File: src/rtl/udp_arb_pkg.sv
// udp_arb_pkg: shared constants and register layout for the two-port UDP
// transmit arbiter (udp_tx_arbiter and udp_arb_rr_pick).
package udp_arb_pkg;

  // Arbiter FSM encodings.
  localparam logic [1:0] ST_IDLE = 2'd0;
  localparam logic [1:0] ST_REQ  = 2'd1;
  localparam logic [1:0] ST_DATA = 2'd2;
  localparam logic [1:0] ST_GAP  = 2'd3;

  // Source ports: port 0 is the image sender, port 1 the control/status replier.
  localparam int   NUM_PORTS = 2;
  localparam logic PORT_IMG  = 1'b0;
  localparam logic PORT_CTRL = 1'b1;

  // Default timing.
  localparam int DEF_GAP_CYCLES  = 16;
  localparam int DEF_WDOG_CYCLES = 4096;

  // Complete arbiter register state. Held in one struct so the FSM state,
  // round-robin pointer and counters can be probed as a unit.
  typedef struct packed {
    logic [1:0]  state;     // ST_* encoding
    logic        rr;        // port preferred when both request
    logic        grant;     // current / last granted port
    logic [15:0] byte_cnt;  // bytes accepted in DATA
    logic [15:0] len;       // latched payload length of the granted packet
    logic [15:0] gap_cnt;   // cycles spent in GAP
  } arb_regs_t;

endpackage

File: src/rtl/udp_arb_rr_pick.sv
// udp_arb_rr_pick: two-requester round-robin selector. A lone requester
// always wins; when both request, the port named by rr wins.
module udp_arb_rr_pick
  import udp_arb_pkg::*;
(
  input  logic [NUM_PORTS-1:0] req,
  input  logic                 rr,
  output logic                 gnt_valid,
  output logic                 gnt_id
);

  // Pick the winner; rr only matters on a tie.
  always_comb begin
    gnt_valid = |req;
    gnt_id    = PORT_IMG;
    if (req == 2'b11) begin
      gnt_id = rr;
    end else if (req[1]) begin
      gnt_id = PORT_CTRL;
    end
  end

endmodule

File: src/rtl/udp_tx_arbiter.sv
// udp_tx_arbiter: shares one UDP transmit interface between two packet
// sources. Round-robin grant, locked for a whole packet, then GAP_CYCLES of
// idle before the next grant.
//
// Optional build macro UDP_ARB_WATCHDOG_EN: adds a stall watchdog that forces
// GAP (with err_pulse) after WDOG_CYCLES cycles without ack in REQ or without
// a valid byte in DATA. Without it a stalled source holds the grant forever.
//
// Handshake semantics, both sides:
//   - A source raises pN_data_request (with a nonzero, stable pN_data_length)
//     only while pN_tx_ready is high, and holds it until pN_tx_ack. Losing a
//     tie just means the request is held until the port wins.
//   - app_tx_data_request mirrors the granted source's request combinationally
//     in REQ; app_tx_ack in REQ is the only way into DATA.
//   - In DATA a byte transfers on every cycle the granted pN_data_valid is
//     high; there is no backpressure. The byte that reaches the latched
//     length ends the packet.
module udp_tx_arbiter
  import udp_arb_pkg::*;
#(
  parameter int GAP_CYCLES  = DEF_GAP_CYCLES,
  parameter int WDOG_CYCLES = DEF_WDOG_CYCLES
) (
  input  logic        clk,
  input  logic        rst_n,
  input  logic        udp_tx_ready,
  input  logic        app_tx_ack,
  output logic        app_tx_data_request,
  output logic        app_tx_data_valid,
  output logic [7:0]  app_tx_data,
  output logic [15:0] udp_data_length,
  output logic        p0_tx_ready,
  input  logic        p0_data_request,
  output logic        p0_tx_ack,
  input  logic        p0_data_valid,
  input  logic [7:0]  p0_data,
  input  logic [15:0] p0_data_length,
  output logic        p1_tx_ready,
  input  logic        p1_data_request,
  output logic        p1_tx_ack,
  input  logic        p1_data_valid,
  input  logic [7:0]  p1_data,
  input  logic [15:0] p1_data_length,
  output logic        grant_id,
  output logic        busy,
  output logic        pkt_done,
  output logic        err_pulse
);

  // Last GAP cycle index; 0 and 1 both give a single GAP cycle.
  localparam logic [15:0] GAP_LAST = (GAP_CYCLES <= 1) ? 16'd0 : 16'(GAP_CYCLES - 1);

  arb_regs_t q, d;
  logic [NUM_PORTS-1:0] req_prev_q;
  logic                 pkt_done_d;
  logic                 err_d;

  logic [NUM_PORTS-1:0] req_v;
  logic [NUM_PORTS-1:0] len_ok;
  logic [NUM_PORTS-1:0] req_ok;
  logic [NUM_PORTS-1:0] zero_err;
  logic [NUM_PORTS-1:0] valid_v;
  logic [NUM_PORTS-1:0] owns_data;
  logic [NUM_PORTS-1:0] stray;

  logic        pick_valid;
  logic        pick_id;
  logic        in_idle, in_req, in_data;
  logic        g_req, g_valid;
  logic [7:0]  g_data;
  logic [15:0] cnt_inc;
  logic        wdog_fire;

  assign in_idle = (q.state == ST_IDLE);
  assign in_req  = (q.state == ST_REQ);
  assign in_data = (q.state == ST_DATA);

  // Granted source's signals.
  assign g_req   = q.grant ? p1_data_request : p0_data_request;
  assign g_valid = q.grant ? p1_data_valid   : p0_data_valid;
  assign g_data  = q.grant ? p1_data         : p0_data;

  // A request only counts toward arbitration with a nonzero length.
  assign req_v  = {p1_data_request, p0_data_request};
  assign len_ok = {(p1_data_length != 16'd0), (p0_data_length != 16'd0)};
  assign req_ok = req_v & len_ok;

  // Zero-length request: flagged once, on the rising edge of the request.
  assign zero_err = req_v & ~req_prev_q & ~len_ok;

  // Any valid from a port that does not currently own DATA is dropped and
  // flagged; this covers the losing port and overrun bytes landing in GAP.
  assign valid_v   = {p1_data_valid, p0_data_valid};
  assign owns_data = {in_data & q.grant, in_data & ~q.grant};
  assign stray     = valid_v & ~owns_data;

  assign cnt_inc = q.byte_cnt + 16'd1;

  udp_arb_rr_pick u_pick (
    .req       (req_ok),
    .rr        (q.rr),
    .gnt_valid (pick_valid),
    .gnt_id    (pick_id)
  );

`ifdef UDP_ARB_WATCHDOG_EN
  localparam int WDOG_W = (WDOG_CYCLES > 1) ? $clog2(WDOG_CYCLES) : 1;

  logic [WDOG_W-1:0] wdog_q;
  logic              wdog_stall;

  // Stalled means waiting on the core's ack or on the source's next byte.
  assign wdog_stall = (in_req & ~app_tx_ack) | (in_data & ~g_valid);
  assign wdog_fire  = wdog_stall && (wdog_q == WDOG_W'(WDOG_CYCLES - 1));

  // Stall counter: clears on any progress and after it fires.
  always_ff @(posedge clk or negedge rst_n) begin
    if (!rst_n) begin
      wdog_q <= '0;
    end else if (wdog_stall && !wdog_fire) begin
      wdog_q <= wdog_q + WDOG_W'(1);
    end else begin
      wdog_q <= '0;
    end
  end
`else
  // No watchdog: the limit is accepted so builds share one parameter list.
  localparam int WDOG_UNUSED = WDOG_CYCLES;
  assign wdog_fire = 1'b0;
`endif

  // Next-state logic for the arbiter FSM and its counters.
  always_comb begin
    d          = q;
    pkt_done_d = 1'b0;
    err_d      = (|zero_err) | (|stray);
    case (q.state)
      ST_IDLE: begin
        if (udp_tx_ready && pick_valid) begin
          d.state = ST_REQ;
          d.grant = pick_id;
          d.len   = pick_id ? p1_data_length : p0_data_length;
        end
      end
      ST_REQ: begin
        if (app_tx_ack) begin
          d.state    = ST_DATA;
          d.byte_cnt = 16'd0;
        end else if (!g_req || wdog_fire) begin
          // Source abandoned the request (or stalled): give up the slot.
          d.state   = ST_GAP;
          d.gap_cnt = 16'd0;
          d.rr      = ~q.grant;
          err_d     = 1'b1;
        end
      end
      ST_DATA: begin
        if (g_valid) begin
          d.byte_cnt = cnt_inc;
          if (cnt_inc == q.len) begin
            d.state    = ST_GAP;
            d.gap_cnt  = 16'd0;
            d.rr       = ~q.grant;
            pkt_done_d = 1'b1;
          end
        end else if (wdog_fire) begin
          d.state   = ST_GAP;
          d.gap_cnt = 16'd0;
          d.rr      = ~q.grant;
          err_d     = 1'b1;
        end
      end
      ST_GAP: begin
        if (q.gap_cnt == GAP_LAST) begin
          d.state = ST_IDLE;
        end else begin
          d.gap_cnt = q.gap_cnt + 16'd1;
        end
      end
      default: begin
        d.state = ST_IDLE;
      end
    endcase
  end

  // State register plus registered pulses and request-edge history.
  always_ff @(posedge clk or negedge rst_n) begin
    if (!rst_n) begin
      q          <= '0;
      req_prev_q <= '0;
      pkt_done   <= 1'b0;
      err_pulse  <= 1'b0;
    end else begin
      q          <= d;
      req_prev_q <= req_v;
      pkt_done   <= pkt_done_d;
      err_pulse  <= err_d;
    end
  end

  // Ready is gated by reset so every output is low while rst_n is asserted.
  assign p0_tx_ready = rst_n & udp_tx_ready & in_idle;
  assign p1_tx_ready = rst_n & udp_tx_ready & in_idle;

  // Request and ack pass straight through for the granted port only.
  assign app_tx_data_request = in_req & g_req;
  assign p0_tx_ack           = in_req & ~q.grant & app_tx_ack;
  assign p1_tx_ack           = in_req &  q.grant & app_tx_ack;

  // Zero-latency byte path; data is forced to 0 when no byte is offered.
  assign app_tx_data_valid = in_data & g_valid;
  assign app_tx_data       = app_tx_data_valid ? g_data : 8'h00;

  assign udp_data_length = q.len;
  assign grant_id        = q.grant;
  assign busy            = ~in_idle;

endmodule

File: config.mk
export PLATFORM = sky130hd
export DESIGN_NAME = udp_tx_arbiter
export DESIGN_NICKNAME = d
export VERILOG_FILES = /design/src/rtl/udp_arb_pkg.sv /design/src/rtl/udp_arb_rr_pick.sv /design/src/rtl/udp_tx_arbiter.sv
export SDC_FILE = /design/constraint.sdc
export NUM_CORES = 1
export LEC_CHECK = 0
export BUFFER_PORTS_ARGS = -buffer_cell sky130_fd_sc_hd__buf_4
export CAP_MARGIN = 20
export CORE_AREA = 10 10 73 136
export CTS_CLUSTER_SIZE = 25
export DETAILED_ROUTE_END_ITERATION = 8
export DIE_AREA = 0 0 83 146
export PLACE_DENSITY = 0.81
export SLEW_MARGIN = 10
export SYNTH_ARGS = -nofsm -noshare
export SYNTH_HDL_FRONTEND = slang
export SYNTH_SLANG_ARGS = --single-unit
File: constraint.sdc
create_clock -name clk -period 3.5 [get_ports clk]
set_clock_uncertainty 0.15 [all_clocks]
set_input_delay 0.175 -clock clk [delete_from_list [all_inputs] [get_ports clk]]
set_output_delay 0.175 -clock clk [all_outputs]
set_load 0.02 [all_outputs]
==> flow_summary.toml <==
[outcome]
outcome = "finished, final reports clean"

[placed_design]
hpwl_um = 7994
portBuffers = 89
dp_cells = 582
place_area_um2 = 4379
dp_slack_ps = 336.3
gp_congestion = 0.9179

[global_route]
grt_pass1_wl_um = 17280
track_usage_pct = 16.64
grt_max_degree = 58
grt_pass1_vias = 3660
antenna_found_initial = 0
grt_remaining_overflow = 0

[drt]
ant_nets = 0
via_per_inst = 5.946
routed_wirelength_um = 10270
dr_total_vias = 3520
first_iter_violations = 287
drt_pass1_iterations = 5
wl_per_cell_um = 17.35
drc = 0

[clocking]
cts_post_setup_buffers_inserted = 0
cts_buffers = 5
clk_pin_slew_ps = 70
clock_latency_ps = 300
cts_htree_levels = 2
cts_buffer_depth = 2
cts_num_sinks = 56
ctsResizeCount = 0
cts_tree = "yes"
cts-root-buf = "clkbuf_16"

[floorplan]
fp-row-count = 46
die_h_um = 146
start_util_pct = 48.99
die_x_um = 83
num_io_pins = 90
core_area_um2 = 7828
fp.dieArea_um2 = 12120

[timing]
finalCritPeriodShare_pct = 90.97
tightest_slew_ps = 1047
setup_viol = 0
fmax_mhz = 314.1
fin_tns_setup_ps = 0
whs_ps = 44.44
hold_viol = 0
slew_violations = 0
fin_ws_ps = 315.9
max_slew_margin_pct = 30.20
layout_min_cycle_time_ps = 3184
rsz0062_at_grt = "no"

[cells_and_area]
final_area_um2 = 4547
fillers = 714
num_antenna_cells = 0
instances_no_fill = 592
syn_to_final_growth_pct = 18.56
seq_area_um2 = 1401
nets = 558
drive_above_1_share_pct = 22.98
multiInputGateArea_um2 = 2126

[synth]
post_synth.cell_area_avg_um2 = 8.776
post_synth_num_cell_types = 61
syn_nets = 499
syn_inst = 437
yosys.area.top_type = "dfrtp_1"
synth_edf_count = 0
ys.flop_type = "dfrtp_1"
yosysWarnings = 0
seq_area_frac_synth_pct = 36.54
yosys_register_bits = 56
synth_area_um2 = 3835
synthTopCellsByArea = "dfrtp_1 (37%), mux2i_1 (8.4%), nor2_1 (4.7%)"
async_flop_share_pct = 100.0
synth_top_cell_area_share_pct = 36.54

[setup_path]
worstPathRequired_ps = 3590
start_kind = "register"
rr_worst_depth = 10
cp_max_fo = 20
cp_data_arrival_time_ps = 3270
rrSetupSlack_ps = 320
cp-end-kind = "register"
worstSetupPathType = "register to register"

[power_and_ir_drop]
p_per_area_nw_per_um2 = 274.8
peakVddDrop_mv = 0.2155
p_leak_nw = 2.271

[min_path]
hold_depth = 3
hp-class = "primary input to register"

[run]
maxCapViolations = 0
-- synth_stat cells (2+ instances only) --
cell type,instances
ha_1,6
a22o_1,11
a31oi_1,3
a21oi_1,21
nand2_1,33
xnor2_1,14
nor4_2,2
o211ai_1,2
nand3_2,2
o31ai_1,6
mux2i_1,32
and2_1,4
nand4b_1,2
buf_2,8
o41ai_1,2
nand2b_1,3
nor4_1,13
or4_1,3
nor3_1,10
and3_1,8
nand3_1,14
and4_1,3
buf_6,2
nor2_1,48
buf_4,18
nor2b_1,5
nor3b_1,2
clkbuf_1,13
nand4_1,11
o21ai_0,34
xor2_1,6
mux2_2,2
dfrtp_1,56
inv_1,11
-- path summary, 6_finish.rpt --
path | from | end
max | q[32] | q[7]
min | p1_data_length[0] | udp_data_length[0]
max reg2reg | q[32] | q[7]
min reg2reg | q[0] | q[0]
max in group asynchronous | rst_n | udp_data_length[6]
min in group asynchronous | rst_n | q[11]
-- power by group --
group | switching, mW | total (mW) | internal, mW | leakage [nW]
clock network | 0.233 | 0.498 | 0.265 | 0.0673
registers | 0.000639 | 0.649 | 0.648 | 0.724
logic | 0.0455 | 0.103 | 0.0571 | 1.48
total | 0.279 | 1.25 | 0.970 | 2.27
-- final cells by class --
| class | count | area share [%] |
|---|---|---|
| timing repair buffer | 95 | 15.85 |
| clock inverter | 1 | 0.1926 |
| sequential | 56 | 30.82 |
| multi-input combinational | 327 | 46.75 |
| inverter | 11 | 0.9081 |
| clock buffer | 6 | 2.834 |
| tap | 96 | 2.642 |
-- cell usage in the layout (no fill, tap or decap), types with 3 or more instances in the layout --
master	netlist	routed
a21oi_1	21	21
a22o_1	11	11
a31oi_1	3	3
and2_1	4	4
and3_1	8	8
and4_1	3	3
buf_4	18	92
clkbuf_16	0	5
dfrtp_1	56	56
dlygate4sd3_1	0	3
ha_1	6	6
inv_1	11	11
mux2i_1	32	32
nand2_1	33	33
nand2b_1	3	3
nand3_1	14	14
nand4_1	11	11
nor2_1	48	48
nor2b_1	5	5
nor3_1	10	10
nor4_1	13	13
o21ai_0	34	34
o31ai_1	6	6
or4_1	3	3
xnor2_1	14	14
xor2_1	6	6
-- flip-flops by register name, summed over array words and instances, names as in the netlist --
register	flops
q	35
err_pulse	1
req_prev_q	2
grant_id	1
pkt_done	1
udp_data_length	16
-- logic make-up after synthesis --
kind of cell / share of synthesized area, %
AO/OA/AOI/OAI: 15.37
flip-flops: 36.54
adder cells (fa/ha/maj): 1.958
buffers and inverters: 8.124
multiplexers: 8.940
AND/OR/NAND/NOR: 24.50
XOR/XNOR: 4.568
-- layer usage --
metal | part of all wire, % | routed length [um] | global-route usage (%) | up-vias
li1 | - | - | - | 1681
met5 | 0 | 0 | 0 | -
met1 | 42 | 4316 | 19.08 | 1677
met2 | 47 | 4786 | 26.51 | 145
met3 | 9.2 | 945 | 7.007 | 17
met4 | 2.1 | 219 | 6.592 | 0
-- stage by stage --
| step | power [mW] | utilization, % |
|---|---|---|
| global route | 1.292 | 58.09 |
| global placement | 0.7605 | 55.95 |
| floorplan | 0.6878 | - |
| CTS | 1.249 | 58.09 |
| detailed placement | 0.7627 | 55.95 |
| finish | 1.249 | 58.09 |
-- critical path: stages (launching register included) --
cell and delay (ps):
dfrtp_1 470, ha_1 300, nand3_2 240, o31a_1 360, or4b_1 520, nand3_2 90, nand4b_2 140, a21oi_2 170
buf_4 240, and2_2 290, a22o_1 160
-- what timing repair did --
action	CTS	global route
hold buffers	3	0
hold endpoints to repair	58	0
setup endpoints to repair	0	0
Note: power is estimated with default switching activity, not from simulation.
